### config.mk
export PLATFORM = sky130hd
export DESIGN_NAME = window_counter
export DESIGN_NICKNAME = d
export VERILOG_FILES = /design/src/rtl/window_counter_pkg.sv /design/src/rtl/window_counter_ch.sv /design/src/rtl/window_counter.sv
export SDC_FILE = /design/constraint.sdc
export NUM_CORES = 1
export LEC_CHECK = 0
export BUFFER_PORTS_ARGS = -buffer_cell sky130_fd_sc_hd__buf_2
export CAP_MARGIN = 10
export CORE_ASPECT_RATIO = 1.4
export CORE_MARGIN = 8
export CORE_UTILIZATION = 63
export CTS_CLUSTER_DIAMETER = 120
export DETAILED_ROUTE_END_ITERATION = 10
export PLACE_DENSITY = 0.86
export SYNTH_ARGS = -nofsm -noshare
export SYNTH_HDL_FRONTEND = slang
export SYNTH_SLANG_ARGS = --single-unit
### constraint.sdc
create_clock -name clk -period 8.4 [get_ports clk]
set_input_delay 0.42 -clock clk [delete_from_list [all_inputs] [get_ports clk]]
set_output_delay 0.42 -clock clk [all_outputs]
set_load 0.01 [all_outputs]
### src/rtl/window_counter_pkg.sv
`default_nettype none
// ============================================================================
// Module      : window_counter_pkg
// Description : Shared mode encodings and default sizing for window_counter.
// Revision    : 1.0
// ============================================================================
package window_counter_pkg;

    localparam logic MODE_WRAP    = 1'b0;
    localparam logic MODE_ONESHOT = 1'b1;

    localparam int DEFAULT_NUM_BITS = 10;
    localparam int DEFAULT_NUM_CH   = 4;

endpackage : window_counter_pkg
`default_nettype wire

### src/rtl/window_counter_ch.sv
`default_nettype none
// ============================================================================
// Module      : window_counter_ch
// Description : One windowed sample counter with done level and entry pulse.
// Revision    : 1.0
// ============================================================================
module window_counter_ch
    import window_counter_pkg::*;
#(
    parameter int NUM_BITS = DEFAULT_NUM_BITS
) (
    input  logic                clk,
    input  logic                n_rst,
    input  logic                cnt_up,
    input  logic                clear,
    input  logic [NUM_BITS-1:0] rollover_val,
    input  logic                mode,
    output logic [NUM_BITS-1:0] count,
    output logic                done,
    output logic                pulse,
    output logic                done_next
);

    localparam logic [NUM_BITS-1:0] c_one = NUM_BITS'(1);

    logic [NUM_BITS-1:0] r_count;
    logic                r_done;
    logic                r_pulse;

    logic [NUM_BITS-1:0] w_count_next;
    logic                w_advance;
    logic                w_done_next;
    logic                w_pulse_next;
    logic                w_window_on;

    assign w_window_on = (rollover_val != '0);

    always_comb begin
        w_count_next = r_count;
        w_advance    = 1'b0;
        if (clear) begin
            w_count_next = '0;
        end else if (cnt_up && w_window_on) begin
            // A count above a freshly lowered window restarts like a wrap.
            if (r_count == rollover_val) begin
                if (mode == MODE_WRAP) begin
                    w_count_next = c_one;
                    w_advance    = 1'b1;
                end
            end else if (r_count > rollover_val) begin
                w_count_next = c_one;
                w_advance    = 1'b1;
            end else begin
                w_count_next = r_count + c_one;
                w_advance    = 1'b1;
            end
        end
    end

    // A pulse marks either a fresh arrival or a wrap that lands straight back on the window end.
    assign w_done_next  = w_window_on && (w_count_next == rollover_val);
    assign w_pulse_next = w_done_next && (w_advance || !r_done);

    always_ff @(posedge clk) begin
        if (!n_rst) begin
            r_count <= '0;
            r_done  <= 1'b0;
            r_pulse <= 1'b0;
        end else begin
            r_count <= w_count_next;
            r_done  <= w_done_next;
            r_pulse <= w_pulse_next;
        end
    end

    assign count     = r_count;
    assign done      = r_done;
    assign pulse     = r_pulse;
    assign done_next = w_done_next;

endmodule : window_counter_ch
`default_nettype wire

### src/rtl/window_counter.sv
`default_nettype none
// ============================================================================
// Module      : window_counter
// Description : NUM_CH independent windowed counters with a registered all_done.
// Revision    : 1.0
// ============================================================================
module window_counter
    import window_counter_pkg::*;
#(
    parameter int NUM_BITS = DEFAULT_NUM_BITS,
    parameter int NUM_CH   = DEFAULT_NUM_CH
) (
    input  logic                       clk,
    input  logic                       n_rst,
    input  logic [NUM_CH-1:0]          cnt_up,
    input  logic [NUM_CH-1:0]          clear,
    input  logic [NUM_BITS-1:0]        rollover_val,
    input  logic                       mode,
    output logic [NUM_CH*NUM_BITS-1:0] count_out,
    output logic [NUM_CH-1:0]          window_done,
    output logic [NUM_CH-1:0]          window_pulse,
    output logic                       all_done
);

    logic [NUM_CH-1:0] w_done_next;
    logic              r_all_done;

    generate
        for (genvar gi = 0; gi < NUM_CH; gi++) begin : g_ch
            window_counter_ch #(
                .NUM_BITS (NUM_BITS)
            ) u_ch (
                .clk          (clk),
                .n_rst        (n_rst),
                .cnt_up       (cnt_up[gi]),
                .clear        (clear[gi]),
                .rollover_val (rollover_val),
                .mode         (mode),
                .count        (count_out[gi*NUM_BITS +: NUM_BITS]),
                .done         (window_done[gi]),
                .pulse        (window_pulse[gi]),
                .done_next    (w_done_next[gi])
            );
        end
    endgenerate

    // Built from next-state done so it lines up with the registered window_done bits.
    always_ff @(posedge clk) begin
        if (!n_rst) begin
            r_all_done <= 1'b0;
        end else begin
            r_all_done <= (&w_done_next) && (mode == MODE_ONESHOT);
        end
    end

    assign all_done = r_all_done;

endmodule : window_counter
`default_nettype wire
==> results.py, run 1 <==
metrics = {
    "run_status": {
        "violations": "design-rule violations",
        "outcome": "finished, violations left",
    },
    "timing": {
        "fin_crit_ns": 4.31,
        "finalCritPeriodShare": 0.513,
        "rsz0062_at_grt": "false",
        "tightest_slew_ns": 1.25,
        "worst_slew_margin_rel": 0.169,
        "slew_violations": 0,
        "hold_violations": 0,
        "clock.fmax_mhz": 232,
        "finalSetupViolCount": 0,
        "finalSetupTns_ns": 0,
        "skew_ns": 0.00631,
    },
    "cts": {
        "cts.sinks": 49,
        "cts_tree": "yes",
        "cts-htree-levels": 2,
        "post_cts_buffers": 0,
        "cts_resized": 0,
        "clk_pin_slew_ns": 0.09,
        "cts_inserted_buffers": 5,
        "clock_latency_ns": 0.32,
        "ctsHoldBuffers": 0,
        "clk_path_buf_depth": 2,
        "root_buffer": "clkbuf_8",
    },
    "global_route": {
        "grt_max_degree": 20,
        "grt.overflow.total": 0,
        "grt_pass1_wl_um": 28800,
        "antenna_found_initial": 0,
        "grt_pass1_vias": 5659,
        "grt_usage": 0.317,
    },
    "power_and_ir_drop": {
        "combPwrFrac": 0.202,
        "power_frac_seq": 0.447,
        "peakVddDrop_mv": 0.0791,
        "p_sw_mw": 0.166,
        "p_int_mw": 0.363,
        "p_leak_nw": 2.25,
        "swShare": 0.313,
        "clock_power_share": 0.351,
        "power.total_mw": 0.529,
        "powerDensity_mw_per_mm2": 97.6,
    },
    "worst_setup_path": {
        "required_ns": 8.66,
        "timing.rr.start": "g_ch[1].u_ch.count[0]",
        "r2r_slack_ns": 4.25,
        "crit_type": "in2reg",
        "startpoint_type": "input port",
        "crit-reg2reg-capture": "g_ch[1].u_ch.pulse",
        "crit_fanout": 18,
        "r2r_cells": 11,
        "arrival_ns": 4.57,
        "crit_path_end_kind": "flip-flop",
    },
    "layout": {
        "fill_cells": 652,
        "seqCellArea_um2": 981,
        "design_area_mm2": 0.00542,
        "final_common_cell": "buf_2",
        "drive_gt1_frac": 0.122,
        "finalNetCount": 769,
        "antenna_cells": 0,
        "area_growth_pct": 7.34,
        "fin_cells": 805,
        "final_cell_mix": "buf_2, nor2_1, dfxtp_1",
        "multi_input_area_mm2": 0.00376,
    },
    "worst_hold_path": {
        "whs_path_depth": 2,
        "hold_path_end": "g_ch[3].u_ch.count[7]",
        "worstHoldPathType": "in2reg",
        "hp-start": "n_rst",
    },
    "routing": {
        "dr_wl_met3_um": 2050,
        "wl_per_cell_um": 22.8,
        "met2_length_um": 8400,
        "ant_nets": 0,
        "drt_iter0_drc": 528,
        "drc": 1,
        "first_pass_iters": 8,
        "drt-met1-wl_um": 6630,
        "num_vias": 6030,
        "via_per_inst": 7.49,
        "totalWireLength_um": 18300,
        "highest_layer": "met4",
    },
    "yosys": {
        "synth_ff_type": "dfxtp_1",
        "yosysWarnings": 0,
        "ys_seq_area_frac": 0.194,
        "syn_area_mm2": 0.00505,
        "netlist_instances": 670,
        "synth.distinct_cells": 75,
        "avgSynthCellArea_um2": 7.53,
        "async_reset_ff_frac": 0,
        "syn_nets": 735,
        "synth_edf_count": 0,
        "ys_ff_latch": 49,
    },
    "placement": {
        "gp_congestion": 1.03,
        "placedCellCount": 797,
        "dp.final_hpwl_um": 13400,
        "dpl-instance-area_mm2": 0.00530,
        "portBuffers": 69,
    },
    "floorplan": {
        "initial_core_util": 0.651,
        "rows": 38,
        "die_y_um": 122,
        "io_pins": 70,
        "die_area_mm2": 0.0112,
        "core_mm2": 0.00775,
        "die_x_um": 91.6,
    },
    "run": {
        "drv_cap": 0,
    },
}
## sequential cells by signal, summed over array words and instances, names as in the netlist
signal           count
g_ch.u_ch.done       4
g_ch.u_ch.pulse      4
g_ch.u_ch.count     40
all_done             1
## worst max path at each step
stage	endpoint	startpoint	cells after the start	slack, ns
after CTS	all_done	rollover_val[8]	12	4.24
after global routing	all_done	rollover_val[8]	12	3.77
final	g_ch[1].u_ch.pulse	rollover_val[8]	12	4.09
after detailed placement	all_done	rollover_val[8]	12	3.96
after global placement	all_done	rollover_val[1]	11	4.04
after floorplan	all_done	rollover_val[8]	13	4.19
## critical path, stage by stage
cell and delay, ns:
buf_2 0.38, inv_1 0.27, ha_1 0.37, nand4_1 0.17
nor3_1 0.58, nand2b_1 0.46, o31ai_1 0.18, a2bb2oi_1 0.18
a2111o_1 0.49, a2111oi_0 0.59, o211a_1 0.31, and3_1 0.18
## per-layer routing
layer | vias up | GRT usage
met5 | - | 0
met4 | 0 | 0.244
met3 | 132 | 0.0739
met2 | 476 | 0.514
met1 | 2772 | 0.355
li1 | 2650 | -
## layout make-up
cell class | count | share of cell area
clock buffers | 7 | 0.0159
multi-input cells | 556 | 0.695
well taps | 100 | 0.0231
inverters | 23 | 0.0159
repair buffers | 69 | 0.0637
flip-flops and latches | 49 | 0.181
clock inverters | 1 | 0.00554
## cell usage after synthesis (8+ instances only)
| master | count | area [um^2] |
|---|---|---|
| nor2_1 | 64 | 240 |
| nor2b_1 | 11 | 68.8 |
| a211o_1 | 9 | 78.8 |
| inv_1 | 21 | 78.8 |
| a211oi_1 | 8 | 60.1 |
| a31oi_1 | 10 | 62.6 |
| a21oi_1 | 45 | 225 |
| dfxtp_1 | 49 | 981 |
| or3_1 | 9 | 56.3 |
| and3_1 | 19 | 119 |
| nand4_1 | 25 | 156 |
| o211ai_1 | 10 | 75.1 |
| o31ai_1 | 12 | 90.1 |
| a21o_1 | 10 | 75.1 |
| o21ai_0 | 23 | 115 |
| nor4_1 | 11 | 68.8 |
| xnor2_1 | 16 | 140 |
| ha_1 | 44 | 551 |
| nand2_1 | 44 | 165 |
| a22oi_1 | 10 | 75.1 |
| nand3_1 | 24 | 120 |
| clkbuf_1 | 25 | 93.8 |
| nand2b_1 | 14 | 87.6 |
| buf_4 | 11 | 82.6 |
| nor3_1 | 28 | 140 |
## power by group through the flow
stage | combinational (mW) | sequential, mW | clock [mW]
after floorplan | 0.0684 | 0.241 | 0
after global placement | 0.0980 | 0.241 | 0
after detailed placement | 0.102 | 0.241 | 0
after CTS | 0.102 | 0.236 | 0.187
after global routing | 0.113 | 0.236 | 0.196
final | 0.107 | 0.236 | 0.186
## per-stage QoR
stage / worst slack [ns] / hold WS (ns) / util
after global placement: 4.04 / 0.484 / 0.684
after floorplan: 4.19 / 0.473 / -
after detailed placement: 3.96 / 0.510 / 0.684
after CTS: 4.24 / 0.454 / 0.699
after global routing: 3.77 / 0.453 / 0.699
final: 4.09 / 0.466 / 0.699
## cell families (layout without fill, tap and decap cells)
| logic type | count (synthesis) | after routing | share of synthesized area |
|---|---|---|---|
| buf+inv | 65 | 100 | 0.0600 |
| simple gates | 283 | 283 | 0.293 |
| mux | 7 | 7 | 0.0139 |
| xor+xnor | 18 | 18 | 0.0312 |
| fa+ha+maj | 44 | 44 | 0.109 |
| compound gates | 204 | 204 | 0.298 |
| flops | 49 | 49 | 0.194 |
(Power assumes the default switching activity.)
==> inputs of run 2 (changes only) <==
Settings changed: CORE_UTILIZATION 63 to 54, PLACE_DENSITY 0.86 to 0.79.
Clock period 8.4 ns to 3.5 ns, I/O delays scaled along.
==> run 2 against run 1 <==
Flip-flop and latch count unchanged. Via count is 5.2% higher. Highest routed layer unchanged. The flow now finishes without violations. Hold slack worse by 0.22 ns.
==> results.py, run 2 (same netlist as run 1, synthesis figures left out) <==
metrics = {
    "run_status": {
        "outcome": "finished, final reports clean",
    },
    "layout": {
        "fin_cells": 922,
        "antenna_cells": 0,
        "fill_cells": 782,
        "largest_reg_flops": 40,
        "finalNetCount": 879,
        "multi_input_area_mm2": 0.00385,
        "final_common_cell": "buf_4",
        "drive_gt1_frac": 0.258,
        "seqCellArea_um2": 983,
        "area_growth_pct": 27.0,
        "final_util": 0.706,
        "final_cell_mix": "buf_4, buf_2, nor2_1",
    },
    "power_and_ir_drop": {
        "p_sw_mw": 0.434,
        "clock_power_share": 0.419,
        "p_int_mw": 1.09,
        "combPwrFrac": 0.212,
        "swShare": 0.284,
        "powerDensity_mw_per_mm2": 238,
        "peakVddDrop_mv": 0.161,
        "power_frac_seq": 0.368,
        "p_leak_nw": 2.87,
    },
    "routing": {
        "num_vias": 6344,
        "dr_wl_met3_um": 1730,
        "ant_nets": 0,
        "totalWireLength_um": 20000,
        "highest_layer": "met4",
        "first_pass_iters": 5,
        "via_per_inst": 6.88,
        "drt_iter0_drc": 525,
        "drt-met1-wl_um": 7550,
        "drc": 0,
        "met2_length_um": 9530,
        "wl_per_cell_um": 21.7,
    },
    "cts": {
        "cts-htree-levels": 2,
        "clk_pin_slew_ns": 0.07,
        "ctsHoldBuffers": 0,
        "clock_latency_ns": 0.30,
        "root_buffer": "clkbuf_16",
        "clk_path_buf_depth": 2,
        "cts_inserted_buffers": 5,
        "cts.sinks": 49,
        "cts_tree": "yes",
    },
    "global_route": {
        "grt_pass1_vias": 6145,
        "grt.overflow.total": 0,
        "antenna_found_initial": 0,
        "grt_max_degree": 19,
        "grt_pass1_wl_um": 31600,
        "grt_usage": 0.308,
    },
    "floorplan": {
        "initial_core_util": 0.556,
        "io_pins": 70,
        "die_area_mm2": 0.0127,
        "rows": 41,
        "die_x_um": 97.7,
        "core_mm2": 0.00908,
        "die_y_um": 130,
    },
    "placement": {
        "gp_congestion": 1.03,
        "portBuffers": 69,
        "pre_cts_slack_ns": -0.0628,
        "placedCellCount": 914,
        "dp.final_hpwl_um": 15500,
    },
    "timing": {
        "finalCritPeriodShare": 0.969,
        "finalSetupViolCount": 0,
        "tightest_slew_ns": 0.607,
        "slew_violations": 0,
        "hold_violations": 0,
        "fin_crit_ns": 3.39,
        "worst_slew_margin_rel": 0.589,
        "skew_ns": 0.00410,
        "whs_ns": 0.250,
        "setup_ws_ns": 0.109,
        "clock.fmax_mhz": 295,
    },
    "run": {
        "drv_cap": 0,
    },
    "worst_setup_path": {
        "crit_fanout": 4,
        "cp_num_buf_inv": 2,
        "crit_path_end_kind": "flip-flop",
        "crit_family": "compound AO/OA/AOI/OAI gates",
        "arrival_ns": 3.60,
        "startpoint_type": "flip-flop",
        "cpMaxStageDelayCell": "a221o_1",
        "timing.rr.start": "g_ch[1].u_ch.count[0]",
        "crit_type": "reg2reg",
        "crit_path_max_incr_delay_ns": 0.45,
        "required_ns": 3.71,
        "crit_chain": "inv_1 -> ha_1 -> nand2b_1 -> a21o_1 -> a221o_1 -> nor3_2 -> a2bb2oi_1 -> a2111o_1 -> a2111oi_2 -> buf_4 -> o2111ai_1 -> nor4_2",
        "critPathLaunch": "g_ch[1].u_ch.count[0]",
    },
    "worst_hold_path": {
        "worstHoldPathType": "in2reg",
        "hp-start": "rollover_val[6]",
    },
}
==> run 2: cell count changes in the layout (fill, tap and decap cells not counted), moves of 2 or more <==
cell | before | now
nor3_1 | 28 | 24
o32ai_1 | 5 | 2
dfxtp_1 | 49 | 47
buf_4 | 0 | 110
nor3_2 | 0 | 3
clkbuf_16 | 0 | 5
dfxtp_2 | 0 | 2
o32ai_2 | 0 | 3
clkbuf_8 | 6 | 0
==> run 2: layer usage <==
metal | vias to the layer above | GRT usage
met5 | - | 0
met4 | 0 | 0.190
met3 | 111 | 0.0630
met2 | 404 | 0.521
met1 | 2958 | 0.353
li1 | 2871 | -
==> run 2: worst min-delay path: cells and delay by family <==
family,cells,cell delay (ns)
simple gates,1,0.06
buf+inv,1,0.12
compound gates,1,0.14
==> run 2: cell type report <==
type                    count  share of cell area
inverters                  23              0.0135
clock buffers               5              0.0195
multi-input cells         556               0.600
repair buffers            179               0.183
flip-flops and latches     49               0.153
well taps                 107              0.0209
clock inverters             3              0.0101
==> run 2: path summary, 6_finish.rpt <==
check	end	slack, ns	cells past startpoint
max reg2reg	all_done	0.11	12
max	all_done	0.11	12
min	g_ch[3].u_ch.done	0.25	3
min reg2reg	g_ch[3].u_ch.pulse	0.51	2
==> run 2: power groups by stage <==
stage	Combinational (mW)	Clock [mW]	Sequential, mW
after CTS	0.311	0.650	0.563
after global routing	0.344	0.671	0.563
after detailed placement	0.309	0	0.576
final	0.325	0.641	0.563
after floorplan	0.166	0	0.579
after global placement	0.303	0	0.576
==> run 2: metrics by stage <==
step	power [mW]	setup TNS (ns)	instance area, um^2
global placement	0.878	-0.103	6170
global route	1.58	-0.0217	6410
CTS	1.52	0	6360
detailed placement	0.885	-0.0628	6170
floorplan	0.745	0	5080
finish	1.53	0	6410
==> run 2: repair_timing <==
item	4_1_cts	5_1_grt
setup buffers	0	0
setup endpoints to repair	0	2
gates resized for setup	0	9
==> inputs of run 3 (changes only) <==
Clock period 3.5 ns to 3 ns, I/O delays scaled along.
==> run 3 against run 2 <==
The run now ends with negative setup slack left. Critical endpoint unchanged. First-iteration DRC count rose by 19%. Critical path depth down 2. Clock skew is 0.0062 ns higher. Hold slack better by 0.034 ns. Via count up 9.9%. Flip-flop and latch count unchanged. Combinational power is 44% higher.
==> results.py, run 3 (same netlist as run 1, synthesis figures left out) <==
metrics = {
    "run_status": {
        "outcome": "finished, violations left",
        "violations": "negative setup slack",
    },
    "cts": {
        "cts-htree-levels": 2,
        "root_buffer": "clkbuf_16",
        "cts_inserted_buffers": 5,
        "cts.sinks": 49,
        "clk_pin_slew_ns": 0.07,
        "clock_latency_ns": 0.30,
        "cts_tree": "yes",
        "ctsHoldBuffers": 0,
        "clk_path_buf_depth": 2,
    },
    "timing": {
        "setup_ws_ns": -0.262,
        "worst_slew_margin_rel": 0.666,
        "finalCritPeriodShare": 1.09,
        "hold_violations": 0,
        "clock.fmax_mhz": 307,
        "tightest_slew_ns": 0.499,
        "skew_ns": 0.0103,
        "whs_ns": 0.284,
        "finalSetupViolCount": 3,
        "finalSetupTns_ns": -0.314,
        "rsz0062_at_grt": "true",
        "slew_violations": 0,
        "fin_crit_ns": 3.26,
    },
    "global_route": {
        "grt.overflow.total": 0,
        "use_met3": 0.0487,
        "grtUsageMet1": 0.382,
        "grt_max_degree": 19,
        "grt_pass1_wl_um": 34900,
        "grt_pass1_vias": 6908,
        "grt_usage": 0.339,
        "grt-busiest-layer": "met2",
        "use_met2": 0.595,
        "antenna_found_initial": 0,
    },
    "floorplan": {
        "die_area_mm2": 0.0127,
        "rows": 41,
        "initial_core_util": 0.556,
        "die_y_um": 130,
        "io_pins": 70,
        "core_mm2": 0.00908,
        "die_x_um": 97.7,
    },
    "worst_setup_path": {
        "crit_type": "reg2reg",
        "crit_chain": "ha_1 -> a211oi_1 -> o21bai_1 -> a211oi_2 -> nand2_1 -> a311oi_2 -> a2bb2oi_1 -> or4_4 -> or4b_4 -> nor4_2",
        "r2r_slack_ns": -0.26,
        "cp_num_buf_inv": 0,
        "crit_family": "simple AND/OR/NAND/NOR gates",
        "critPathLaunch": "g_ch[3].u_ch.count[7]",
        "cpMaxStageDelayCell": "or4b_4",
        "crit_fanout": 3,
        "required_ns": 3.21,
        "crit_path_max_incr_delay_ns": 0.52,
        "crit_path_end_kind": "flip-flop",
        "startpoint_type": "flip-flop",
        "r2r_cells": 10,
        "arrival_ns": 3.47,
        "timing.rr.start": "g_ch[3].u_ch.count[7]",
        "crit-reg2reg-capture": "all_done",
    },
    "worst_hold_path": {
        "hold_path_end": "g_ch[2].u_ch.count[5]",
        "hp-start": "n_rst",
        "whs_path_depth": 4,
        "worstHoldPathType": "in2reg",
    },
    "power_and_ir_drop": {
        "peakVddDrop_mv": 0.217,
        "powerDensity_mw_per_mm2": 236,
        "p_leak_nw": 3.41,
    },
    "placement": {
        "gp_congestion": 0.991,
        "dp.final_hpwl_um": 16600,
        "portBuffers": 69,
    },
    "routing": {
        "via_per_inst": 6.80,
        "first_pass_iters": 6,
        "num_vias": 6972,
        "drt_iter0_drc": 625,
        "totalWireLength_um": 22100,
        "wl_per_cell_um": 21.6,
        "drc": 0,
        "ant_nets": 0,
    },
    "layout": {
        "finalNetCount": 984,
        "area_growth_pct": 49.5,
        "largest_reg_flops": 40,
        "antenna_cells": 0,
        "final_common_cell": "buf_4",
        "final_cell_mix": "buf_4, buf_2, nor2_1",
        "drive_gt1_frac": 0.405,
    },
    "run": {
        "drv_cap": 0,
    },
}
-- run 3: what timing repair did --
item,CTS,global route
pin swaps,16,19
resized for setup,37,35
endpoints found under the setup margin,8,9
cloned,0,0
buffers inserted,7,3
-- run 3: worst max path at each step --
stage          endpoint  slack (ns)  cells after the start
2_1_floorplan  all_done       -0.18                     12
3_3_place_gp   all_done       -0.50                     12
3_5_place_dp   all_done       -0.55                     12
4_1_cts        all_done        -0.1                     13
5_1_grt        all_done       -0.25                     10
6_report       all_done       -0.26                     10
-- run 3: power by group --
part	total [mW]	leakage [nW]	internal, mW	switching, mW
registers	0.656	0.398	0.653	0.00304
clock network	0.653	0.0797	0.388	0.265
logic	0.469	2.93	0.198	0.271
-- run 3: final cells by class --
cell class,instances,area [um^2]
clock inverter,2,35.0
timing repair buffer,284,1980
clock buffer,5,125
tap,107,134
inverter,23,86.3
fill,587,1540
multi-input combinational,556,4190
sequential,49,991
-- run 3: worst min-delay path, delay by kind of cell --
family	cells	cell delay (ns)
buffers and inverters	3	0.34
AND/OR/NAND/NOR	1	0.05
-- run 3: stage by stage --
| step | util | power (mW) | cells | instance area [um^2] | worst slack (ns) |
|---|---|---|---|---|---|
| finish | 0.831 | 1.78 | 1026 | 7540 | -0.262 |
| global route | 0.831 | 1.83 | 1026 | 7540 | -0.251 |
| CTS | 0.807 | 1.74 | 1023 | 7330 | -0.0972 |
| detailed placement | 0.767 | 1.09 | 1009 | 6960 | -0.550 |
| global placement | 0.767 | 1.08 | 1009 | 6960 | -0.499 |
| floorplan | - | 0.879 | 670 | 5180 | -0.179 |
-- run 3: metal layers --
metal  vias up  part of all wire
li1       3090                 -
met1      3215              0.36
met2       504              0.48
met3       163             0.089
met4         0             0.072
met5         -                 0
